File: config.mk
export PLATFORM = sky130hd
export DESIGN_NAME = dmem_arbiter
export DESIGN_NICKNAME = d
export VERILOG_FILES = /design/src/rtl/dmem_arbiter_pkg.sv /design/src/rtl/dmem_arbiter_rr_arb2.sv /design/src/rtl/dmem_arbiter.sv
export SDC_FILE = /design/constraint.sdc
export NUM_CORES = 1
export LEC_CHECK = 0
export ABC_AREA = 1
export BUFFER_PORTS_ARGS = -buffer_cell sky130_fd_sc_hd__buf_4
export CAP_MARGIN = 10
export CORE_MARGIN = 2
export CORE_UTILIZATION = 49
export DETAILED_ROUTE_END_ITERATION = 6
export PLACE_DENSITY = 0.87
export SLEW_MARGIN = 15
export SYNTH_ARGS = -nofsm -noshare
export SYNTH_HDL_FRONTEND = slang
export SYNTH_SLANG_ARGS = --single-unit
File: constraint.sdc
create_clock -name clk -period 3.1 [get_ports clk]
set_input_delay 0.155 -clock clk [delete_from_list [all_inputs] [get_ports clk]]
set_output_delay 0.155 -clock clk [all_outputs]
set_load 0.05 [all_outputs]
File: src/rtl/dmem_arbiter_pkg.sv
// dmem_arbiter_pkg: FSM state encoding, requester IDs and the 2-way winner rule
package dmem_arbiter_pkg;
  typedef enum logic [1:0] {
    ST_IDLE  = 2'd0,
    ST_ISSUE = 2'd1,
    ST_WAIT  = 2'd2
  } state_t;
  localparam logic REQ_C = 1'b0;
  localparam logic REQ_D = 1'b1;
  // A tie goes to C in fixed mode, otherwise to whoever did not win last time
  function automatic logic rr_pick(input logic c_req, input logic d_req,
                                   input logic fixed_prio, input logic last);
    return (c_req && d_req) ? (fixed_prio ? REQ_C : ~last) : (d_req ? REQ_D : REQ_C);
  endfunction
endpackage

File: src/rtl/dmem_arbiter_rr_arb2.sv
// rr_arb2: combinational 2-way winner select with a registered last-winner pointer
module rr_arb2
  import dmem_arbiter_pkg::*;
(
  input  logic clk,
  input  logic rstn,
  input  logic fixed_prio,
  input  logic c_req,
  input  logic d_req,
  input  logic update,
  output logic winner
);
  logic last;
  assign winner = rr_pick(c_req, d_req, fixed_prio, last);
  // Pointer starts at D so the first tie after reset favours C
  always_ff @(posedge clk or negedge rstn)
    if (!rstn) last <= REQ_D;
    else if (update) last <= winner;
endmodule

File: src/rtl/dmem_arbiter.sv
// dmem_arbiter: shares the single-port data memory between the core (C) and debug (D)
// ports, one transaction at a time, with registered grant and response pulses
module dmem_arbiter
  import dmem_arbiter_pkg::*;
#(
  parameter int AW        = 32,
  parameter int DW        = 32,
  parameter int MEM_LAT   = 1,
  parameter int CORE_PRIO = 0
) (
  input  logic          clk,
  input  logic          rstn,
  input  logic          c_req,
  input  logic          c_we,
  input  logic [AW-1:0] c_addr,
  input  logic [DW-1:0] c_wdata,
  output logic          c_gnt,
  output logic          c_rsp_valid,
  input  logic          d_req,
  input  logic          d_we,
  input  logic [AW-1:0] d_addr,
  input  logic [DW-1:0] d_wdata,
  output logic          d_gnt,
  output logic          d_rsp_valid,
  output logic [DW-1:0] rsp_rdata,
  output logic          mem_en,
  output logic          mem_we,
  output logic [AW-1:0] mem_addr,
  output logic [DW-1:0] mem_wdata,
  input  logic [DW-1:0] mem_rdata,
  output logic          busy,
  output logic          owner
);
  localparam int CW = $clog2(MEM_LAT + 1);
  state_t        state;
  logic [CW-1:0] cnt;
  logic          win;
  logic          accept;
  assign accept = (state == ST_IDLE) && (c_req || d_req);
  rr_arb2 u_arb (
    .clk       (clk),
    .rstn      (rstn),
    .fixed_prio(CORE_PRIO != 0),
    .c_req     (c_req),
    .d_req     (d_req),
    .update    (accept),
    .winner    (win)
  );
  // The mem_* registers double as the latched command for the whole transaction
  always_ff @(posedge clk or negedge rstn)
    if (!rstn) begin
      state       <= ST_IDLE;
      cnt         <= '0;
      c_gnt       <= 1'b0;
      d_gnt       <= 1'b0;
      c_rsp_valid <= 1'b0;
      d_rsp_valid <= 1'b0;
      rsp_rdata   <= '0;
      mem_en      <= 1'b0;
      mem_we      <= 1'b0;
      mem_addr    <= '0;
      mem_wdata   <= '0;
      busy        <= 1'b0;
      owner       <= REQ_C;
    end else begin
      c_gnt       <= 1'b0;
      d_gnt       <= 1'b0;
      c_rsp_valid <= 1'b0;
      d_rsp_valid <= 1'b0;
      mem_en      <= 1'b0;
      case (state)
        ST_IDLE:
          if (accept) begin
            state     <= ST_ISSUE;
            busy      <= 1'b1;
            owner     <= win;
            mem_en    <= 1'b1;
            mem_we    <= win ? d_we : c_we;
            mem_addr  <= win ? d_addr : c_addr;
            mem_wdata <= win ? d_wdata : c_wdata;
            c_gnt     <= win == REQ_C;
            d_gnt     <= win == REQ_D;
          end
        ST_ISSUE: begin
          state <= ST_WAIT;
          cnt   <= CW'(MEM_LAT);
        end
        ST_WAIT:
          if (cnt == CW'(1)) begin
            state       <= ST_IDLE;
            busy        <= 1'b0;
            rsp_rdata   <= mem_we ? '0 : mem_rdata;
            c_rsp_valid <= owner == REQ_C;
            d_rsp_valid <= owner == REQ_D;
          end else cnt <= cnt - CW'(1);
        default: state <= ST_IDLE;
      endcase
    end
endmodule

==> flow_metrics.env, run 1 <==
export IMPL_clock_path_buffers=2
export IMPL_io_pin_count=270
export IMPL_maxCapViolations=0
export IMPL_gp_congestion=0.900
export IMPL_synth_most_common_cell="nand2_1"
export IMPL_vdd_ir_drop_worst_mv=0.743
export IMPL_skew_ps=14.5
export IMPL_post_cts_hold_buffer_count=2
export IMPL_drt_total_wl_mm=16.4
export IMPL_synth_common_cells="142 x nand2_1, 107 x dfrtp_1, 102 x nand3_1, 65 x nand4_1, 32 x o21ai_0"
export IMPL_hp_class="in2reg"
export IMPL_placementRows=37
export IMPL_cts_tree="done"
export IMPL_dieHeight_um=106
export IMPL_async_flop_share_pct=100
export IMPL_synth_area_top_cells="dfrtp_1 53%, nand2_1 11%, nand3_1 10%"
export IMPL_worstMarginPinSlew_ps=876
export IMPL_critPathRequiredTime_ps=3400
export IMPL_syn_area_mm2=0.00508
export IMPL_clock_latency_ps=370
export IMPL_setup_viol=0
export IMPL_fillers=768
export IMPL_grt_pass1_wl_mm=25.4
export IMPL_fin_crit_ps=1990
export IMPL_postCtsResizedCells=0
export IMPL_setup_tns_final_ps=0
export IMPL_synth_nets=726
export IMPL_slowest_delay_ps=490
export IMPL_track_usage_pct=28.7
export IMPL_yosys_area_top_type="dfrtp_1"
export IMPL_antenna_found_initial=0
export IMPL_ys_seq_elements=108
export IMPL_cts_made_buffers=9
export IMPL_coreArea_mm2=0.0102
export IMPL_cts_root_buf="clkbuf_8"
export IMPL_seq_area_frac_synth_pct=53.3
export IMPL_rsz0062_at_grt="no"
export IMPL_clk_pin_slew_worst_paths_ps=100
export IMPL_overflow=0
export IMPL_synth_warnings=0
export IMPL_relSlewSlack_pct=41.5
export IMPL_detail_route_wl_per_cell_um=17.6
export IMPL_grt_max_degree=87
export IMPL_power_leakage_uw=0.00370
export IMPL_ys_types=22
export IMPL_ant_nets=0
export IMPL_outcome="completed"
export IMPL_dr_first_iter_drc_count=496
export IMPL_synthFlopType="dfrtp_1"
export IMPL_start_util_pct=49.8
export IMPL_start_kind="flip-flop"
export IMPL_vias_per_cell=5.52
export IMPL_htreeDepth=3
export IMPL_cpMaxStageDelayCell="nand2_2"
export IMPL_die_x_um=106
export IMPL_nNetsFinal=964
export IMPL_area_delta_synth_final_pct=43.5
export IMPL_cp_data_arrival_time_ps=2280
export IMPL_postSynthAreaPerCell_um2=9.11
export IMPL_critPathKind="reg2reg"
export IMPL_synth_edff_count=0
export IMPL_post_cts_buffers=0
export IMPL_powerDensity_mw_per_mm2=1200
export IMPL_grt_pass1_vias=4909
export IMPL_finalHoldViolCount=0
export IMPL_fin_util_pct=71.5
export IMPL_fmax_ghz=0.503
export IMPL_dr_total_vias=5163
export IMPL_critPathMaxFanout=36
export IMPL_dr_pass1_iters=6
export IMPL_drive_gt1_share_pct=41.6
export IMPL_synthCells=557
export IMPL_crit_path_cell_trace="inv_1, ha_2, nand2_2, buf_4, nand2_1, nand3_1"
export IMPL_timing_final_crit_share_pct=64.2
export IMPL_hpwlAfterDp_mm=11.5
export IMPL_clkSinkCount=108
export IMPL_netlist_area_leader_share_pct=52.7
export IMPL_place_port_buffers=269
export IMPL_die_area_mm2=0.0112
export IMPL_antenna_cells=0
export IMPL_end_kind="flip-flop"
export IMPL_slew_viol_final=0
export IMPL_drc=0
[worst paths after layout]
kind                            endpoint        start  slack [ps]  depth (start not counted)
min in group asynchronous   mem_addr[31]         rstn         400                          2
min reg2reg                  c_rsp_valid        owner         460                          1
max in group asynchronous  rsp_rdata[11]         rstn        1960                          3
max reg2reg                mem_wdata[23]     state[0]        1110                          6
max                        mem_wdata[23]     state[0]        1110                          6
min                        mem_wdata[24]  c_wdata[24]          10                          3
[final cells by class]
cell class,instances,area (um^2),share of cell area (%)
Clock buffer,11,131,1.80
Clock inverter,5,77.6,1.07
Inverter,10,37.5,0.515
Multi-Input combinational cell,385,2020,27.7
Sequential cell,108,2700,37.1
Tap cell,136,170,2.34
Timing Repair Buffer,281,2150,29.5
[placed cells by master, fill, tap and decap left out, types with 3 or more instances in the layout]
cell type	Yosys	routed
o21ai_0	32	32
nand2_2	1	3
nand3_2	30	30
inv_1	7	7
dfrtp_1	107	107
inv_2	3	3
nand4_1	65	65
a21oi_1	3	3
nor2_1	3	3
dlygate4sd3_1	0	3
nand3_1	102	102
clkbuf_8	0	9
nand2_1	142	140
buf_4	4	275
[registers in the layout, indices dropped and copies added (netlist names)]
register / count
c_rsp_valid: 1
mem_we: 1
mem_addr: 32
rsp_rdata: 32
d_gnt: 1
state: 2
cnt: 1
u_arb.last: 1
d_rsp_valid: 1
owner: 1
c_gnt: 1
mem_wdata: 32
busy: 1
mem_en: 1
[report_power, final]
group	internal, uW	switching, uW	leakage, uW	total, uW
registers	2060	402	0.00134	2470
clock network	454	477	0.000103	931
logic	1510	3820	0.00226	5330
total	4030	4700	0.00370	8720
[critical path: cells and delay by family (launching register included)]
family	cells	cell delay [ps]
simple gates	3	710
flops	1	400
fa+ha+maj	1	220
buf+inv	2	570
[kinds of logic after synthesis]
group | Yosys count | share of synthesized area (%)
flip-flops | 108 | 53.3
buffers and inverters | 64 | 7.15
AO/OA/AOI/OAI | 36 | 3.55
AND/OR/NAND/NOR | 346 | 35.3
adder cells (fa/ha/maj) | 3 | 0.740
[per-layer routing]
| layer | routed length [um] | GRT usage [%] | up-vias | part of all wire (%) |
|---|---|---|---|---|
| li1 | - | - | 2390 | - |
| met1 | 6450 | 37.5 | 2470 | 39 |
| met2 | 8480 | 48.8 | 269 | 52 |
| met3 | 1030 | 3.90 | 34 | 6.3 |
| met4 | 467 | 11.2 | 0 | 2.8 |
| met5 | 0 | 0 | - | 0 |
[per-stage QoR]
step | power, uW | std cells | hold slack [ps] | cell area [um^2] | setup slack (ps)
floorplan | 6180 | 557 | -141 | 5080 | 1750
global placement | 7670 | 917 | 384 | 7040 | 1170
detailed placement | 7800 | 917 | 392 | 7040 | 1140
CTS | 8730 | 935 | 1.21 | 7270 | 1140
global route | 9140 | 936 | 8.66 | 7280 | 972
finish | 8720 | 936 | 10.6 | 7280 | 1110
Power figures use the tool's default switching activity.
==> run 2: changes to the inputs <==
Settings changed: ABC_AREA 1 to 0, CORE_UTILIZATION 49 to 39, PLACE_DENSITY 0.87 to 0.77.
Clock period 3.1 ns to 1.63 ns, I/O delays scaled along.
==> flow_metrics.env, run 2 <==
export IMPL_switchingPower_uw=8320
export IMPL_antenna_found_initial=1
export IMPL_detail_route_wl_per_cell_um=18.2
export IMPL_skew_ps=11.8
export IMPL_place_ws_ps=-23.7
export IMPL_critPathMaxFanout=41
export IMPL_hpwlAfterDp_mm=9.83
export IMPL_switching_share_pct=48.6
export IMPL_cts_root_buf="clkbuf_16"
export IMPL_layout_common_cells="270 x buf_4, 134 x dlygate4sd3_1, 107 x dfrtp_1"
export IMPL_rsz0062_at_grt="no"
export IMPL_cpMaxStageDelayCell="dfrtp_1"
export IMPL_synth_common_cells="107 x dfrtp_1, 65 x a221o_1, 50 x and2_0, 35 x nand2_1, 34 x o21ai_0"
export IMPL_htreeDepth=3
export IMPL_die_area_mm2=0.0126
export IMPL_finalHoldViolCount=0
export IMPL_seq_area_frac_synth_pct=59.2
export IMPL_dr_pass1_iters=4
export IMPL_drc=0
export IMPL_hp_class="in2reg"
export IMPL_synthFlopType="dfrtp_1"
export IMPL_total_power_uw=17100
export IMPL_pwr_share_comb_pct=59.8
export IMPL_async_flop_share_pct=100
export IMPL_slowest_delay_ps=400
export IMPL_reg_top3="mem_addr (32), mem_wdata (32), rsp_rdata (32)"
export IMPL_die_x_um=112
export IMPL_worstMarginPinSlew_ps=553
export IMPL_dpl_instance_area_mm2=0.00679
export IMPL_vdd_ir_drop_worst_mv=1.28
export IMPL_ant_nets=0
export IMPL_timing_final_crit_share_pct=96.3
export IMPL_fin_util_pct=74.2
export IMPL_clkSinkCount=108
export IMPL_fin_crit_ps=1570
export IMPL_setup_ws_ps=60.2
export IMPL_synth_warnings=0
export IMPL_setup_viol=0
export IMPL_postSynthAreaPerCell_um2=11.7
export IMPL_overflow=0
export IMPL_power_leakage_uw=0.00411
export IMPL_intPower_uw=8810
export IMPL_syn_area_mm2=0.00457
export IMPL_synth_nets=561
export IMPL_nNetsFinal=953
export IMPL_cts_tree="done"
export IMPL_clkPwrFrac_pct=13.2
export IMPL_crit_path_cell_trace="inv_1, ha_4, o21ai_4, buf_12, and2_1, a221o_1"
export IMPL_postLayoutCellArea_mm2=0.00847
export IMPL_outcome="completed"
export IMPL_end_kind="flip-flop"
export IMPL_critPathRequiredTime_ps=1840
export IMPL_ys_seq_elements=108
export IMPL_placementRows=39
export IMPL_clk_pin_slew_worst_paths_ps=70
export IMPL_grt_pass1_vias=5159
export IMPL_start_util_pct=40.0
export IMPL_clock_latency_ps=340
export IMPL_gp_congestion=0.791
export IMPL_grt_max_degree=109
export IMPL_io_pin_count=270
export IMPL_fmax_ghz=0.637
export IMPL_setup_tns_final_ps=0
export IMPL_p_seq_share_pct=27.0
export IMPL_synthCells=392
export IMPL_dr_first_iter_drc_count=346
export IMPL_dieHeight_um=112
export IMPL_relSlewSlack_pct=63.2
export IMPL_powerDensity_mw_per_mm2=2020
export IMPL_synth_area_top_cells="dfrtp_1 59%, a221o_1 14%, and2_0 6.8%"
export IMPL_drive_gt1_share_pct=38.4
export IMPL_synth_most_common_cell="dfrtp_1"
export IMPL_critPathTopFamily="flip-flops"
export IMPL_coreArea_mm2=0.0114
export IMPL_ys_types=25
export IMPL_maxCapViolations=0
export IMPL_track_usage_pct=26.8
export IMPL_netlist_area_leader_share_pct=58.6
export IMPL_vias_per_cell=5.13
export IMPL_drt_total_wl_mm=17.0
export IMPL_clock_path_buffers=2
export IMPL_dr_total_vias=4790
export IMPL_place_port_buffers=269
export IMPL_slew_viol_final=0
export IMPL_grt_pass1_wl_mm=26.6
export IMPL_critPathKind="reg2reg"
export IMPL_cp_data_arrival_time_ps=1780
export IMPL_cp_num_buf_inv=2
export IMPL_final_common_cell="buf_4"
export IMPL_area_delta_synth_final_pct=85.4
export IMPL_cts_made_buffers=9
export IMPL_yosys_area_top_type="dfrtp_1"
export IMPL_synth_edff_count=0
export IMPL_start_kind="flip-flop"
[run 2: cell types whose count changed in the layout (fill, tap and decap cells not counted), moves of 50 or more]
cell           change
nand2_1          -105
dlygate4sd3_1    +131
and2_0            +50
nand4_1           -65
nand3_1          -102
a221o_1           +65
[run 2: through the flow]
| step | hold WS (ps) | std cells |
|---|---|---|
| finish | 7.67 | 933 |
| global route | 7.01 | 933 |
| CTS | 1.05 | 932 |
| detailed placement | 200 | 782 |
| global placement | 199 | 782 |
| floorplan | -214 | 392 |
[run 2: cell families after synthesis]
| family | share of synthesized area [%] |
|---|---|
| fa+ha+maj | 0.822 |
| compound gates | 18.9 |
| flops | 59.2 |
| simple gates | 17.0 |
| buf+inv | 3.81 |
| mux | 0.247 |
[run 2: power by group through the flow]
stage | registers (uW) | clock network [uW] | logic (uW)
after floorplan | 8580 | 0 | 2590
after global placement | 4590 | 0 | 9600
after detailed placement | 4590 | 0 | 9840
after CTS | 4590 | 2280 | 10100
after global routing | 4760 | 2400 | 10700
final | 4630 | 2260 | 10200
[run 2: area by class of cell]
class | count | area, um^2
clock buffer | 11 | 253
antenna | 1 | 2.50
timing repair buffer | 412 | 3520
sequential | 108 | 2700
clock inverter | 5 | 57.6
fill | 718 | 2950
inverter | 5 | 18.8
multi-input combinational | 248 | 1730
tap | 143 | 179
[run 2: worst paths after layout]
kind	to	from	slack, ps	depth (start not counted)
max reg2reg	mem_wdata[25]	state[1]	60	6
min in group asynchronous	mem_addr[10]	rstn	360	3
min reg2reg	rsp_rdata[1]	rsp_rdata[1]	480	2
max in group asynchronous	mem_wdata[16]	rstn	870	3
min	rsp_rdata[7]	mem_rdata[7]	8	3
max	mem_wdata[25]	state[1]	60	6
[run 2: worst reg2reg max path, stage by stage (launching register included)]
cell and delay (ps):
dfrtp_1 400, inv_1 110, ha_4 170, o21ai_4 80, buf_12 170, and2_1 200
a221o_1 290
[run 2: layer usage]
layer,track usage (%),wire length (um),up-vias
li1,-,-,2179
met1,31.4,6440,2292
met2,45.7,8610,247
met3,5.35,1070,72
met4,15.5,862,0
met5,0,0,-
[run 2: repair_timing]
action                                 4_1_cts  5_1_grt
setup buffers                                0        0
endpoints found under the hold margin      176        0
gates resized for setup                      2        3
hold buffers                               134        0
setup endpoints to repair                   30       50
==> run 3: changes to the inputs <==
Settings changed: ABC_AREA 0 to 1, CORE_UTILIZATION 39 to 41, PLACE_DENSITY 0.77 to 0.78.
==> flow_metrics.env, run 3 (same netlist as run 1, synthesis figures left out) <==
export IMPL_htreeDepth=3
export IMPL_io_pin_count=270
export IMPL_gp_congestion=0.853
export IMPL_track_usage_pct=27.4
export IMPL_drt_total_wl_mm=18.8
export IMPL_setup_ws_ps=113
export IMPL_cpMaxStageDelayCell="dfrtp_1"
export IMPL_switching_share_pct=52.7
export IMPL_crit_path_cell_trace="inv_1, ha_2, inv_2, nor2_4, buf_12, buf_4, nand3_1, nand3_1"
export IMPL_final_common_cell="buf_4"
export IMPL_relSlewSlack_pct=76.0
export IMPL_dr_total_vias=5709
export IMPL_place_ws_ps=64.4
export IMPL_overflow=0
export IMPL_start_util_pct=42.1
export IMPL_placementRows=40
export IMPL_detail_route_wl_per_cell_um=17.8
export IMPL_timing_final_crit_share_pct=93.1
export IMPL_drc=0
export IMPL_outcome="completed"
export IMPL_finalHoldViolCount=0
export IMPL_maxCapViolations=0
export IMPL_fin_util_pct=69.1
export IMPL_switchingPower_uw=9280
export IMPL_cts_made_buffers=9
export IMPL_intPower_uw=8320
export IMPL_critPathKind="reg2reg"
export IMPL_powerDensity_mw_per_mm2=2110
export IMPL_antenna_cells=0
export IMPL_cts_root_buf="clkbuf_16"
export IMPL_antenna_found_initial=0
export IMPL_multi_input_area_mm2=0.00202
export IMPL_dr_pass1_iters=5
export IMPL_cp_data_arrival_time_ps=1790
export IMPL_die_x_um=115
export IMPL_slowest_delay_ps=400
export IMPL_ant_nets=0
export IMPL_grt_max_degree=68
export IMPL_regArea_mm2=0.00270
export IMPL_p_seq_share_pct=26.7
export IMPL_nNetsFinal=1050
export IMPL_area_delta_synth_final_pct=64.2
export IMPL_pwr_share_comb_pct=61.6
export IMPL_critPathMaxFanout=16
export IMPL_reg_top3="mem_addr (32), mem_wdata (32), rsp_rdata (32)"
export IMPL_place_port_buffers=269
export IMPL_drive_gt1_share_pct=39.2
export IMPL_fin_crit_ps=1520
export IMPL_setup_viol=0
export IMPL_fillers=871
export IMPL_vias_per_cell=5.42
export IMPL_worstMarginPinSlew_ps=360
export IMPL_clkPwrFrac_pct=11.7
export IMPL_end_kind="flip-flop"
export IMPL_grt_pass1_vias=5681
export IMPL_total_power_uw=17600
export IMPL_hpwlAfterDp_mm=12.1
export IMPL_coreArea_mm2=0.0121
export IMPL_power_leakage_uw=0.00414
export IMPL_critPathRequiredTime_ps=1910
export IMPL_cts_tree="done"
export IMPL_critPathMostFrequentCell="nand3_1"
export IMPL_die_area_mm2=0.0133
export IMPL_skew_ps=7.45
export IMPL_clock_latency_ps=340
export IMPL_slew_viol_final=0
export IMPL_grt_pass1_wl_mm=28.6
export IMPL_vdd_ir_drop_worst_mv=1.12
export IMPL_clock_path_buffers=2
export IMPL_start_kind="flip-flop"
export IMPL_hp_class="in2reg"
export IMPL_clk_pin_slew_worst_paths_ps=70
export IMPL_fmax_ghz=0.659
export IMPL_dieHeight_um=115
export IMPL_layout_common_cells="280 x buf_4, 139 x nand2_1, 107 x dfrtp_1"
export IMPL_clkSinkCount=108
export IMPL_dr_first_iter_drc_count=591
[run 3: cell count changes in the layout (fill, tap and decap cells not counted), moves of 10 or more]
cell / before / now
nand2_1: 35 / 139
nand3_1: 0 / 102
a221o_1: 65 / 0
nand4_1: 0 / 65
dlygate4sd3_1: 134 / 76
and2_0: 50 / 0
nand2b_1: 32 / 0
nand3_2: 0 / 30
and2_1: 15 / 0
buf_4: 270 / 280
[run 3: path summary, 6_finish.rpt]
path / from / slack, ps / cells past startpoint / to
worst max-delay path: state[1] / 110 / 8 / mem_wdata[31]
worst min-delay path: mem_rdata[16] / 2 / 3 / rsp_rdata[16]
worst max register to register: state[1] / 110 / 8 / mem_wdata[31]
worst min register to register: owner / 470 / 1 / c_rsp_valid
max in group asynchronous: rstn / 900 / 3 / mem_addr[17]
min in group asynchronous: rstn / 180 / 2 / rsp_rdata[9]
[run 3: power by group through the flow]
stage | Sequential [uW] | Clock, uW | Combinational, uW
final | 4710 | 2050 | 10800
after global routing | 4820 | 2200 | 11400
after CTS | 4670 | 2080 | 10600
after detailed placement | 4680 | 0 | 10400
after global placement | 4630 | 0 | 10200
after floorplan | 8710 | 0 | 3040
[run 3: cell type report]
cell class,count,share of cell area [%]
repair buffers,367,37.0
flip-flops and latches,108,32.4
multi-input cells,385,24.3
clock buffers,12,2.96
well taps,168,2.52
inverters,10,0.450
clock inverters,4,0.300
[run 3: through the flow]
step	TNS, ps	cell area [um^2]	cells	hold slack, ps
2_1_floorplan	0	5080	557	-214
3_3_place_gp	0	7250	959	-7.60
3_5_place_dp	0	7250	959	1.79
4_1_cts	0	8270	1050	0.352
5_1_grt	-21.8	8340	1054	2.58
6_report	0	8340	1054	2.19
[run 3: per-layer routing]
| layer | global-route usage [%] | share of wire, % | wire length (um) |
|---|---|---|---|
| met2 | 48.1 | 52 | 9850 |
| met3 | 4.06 | 6.6 | 1240 |
| met4 | 14.3 | 4.5 | 839 |
| met1 | 32.6 | 36 | 6860 |
| met5 | 0 | 0 | 0 |
[run 3: repair_timing]
action	in CTS	in global routing
setup endpoints to repair	0	58
gates resized for setup	0	0
hold endpoints to repair	182	1
setup buffers	0	2
hold buffers	75	1
[run 3: critical path: cells and delay by family, from the launching register on]
kind                       cells  cell delay [ps]
and+or+nand+nor                3              310
adders and majority gates      1              240
buffers and inverters          4              490
DFF                            1              400
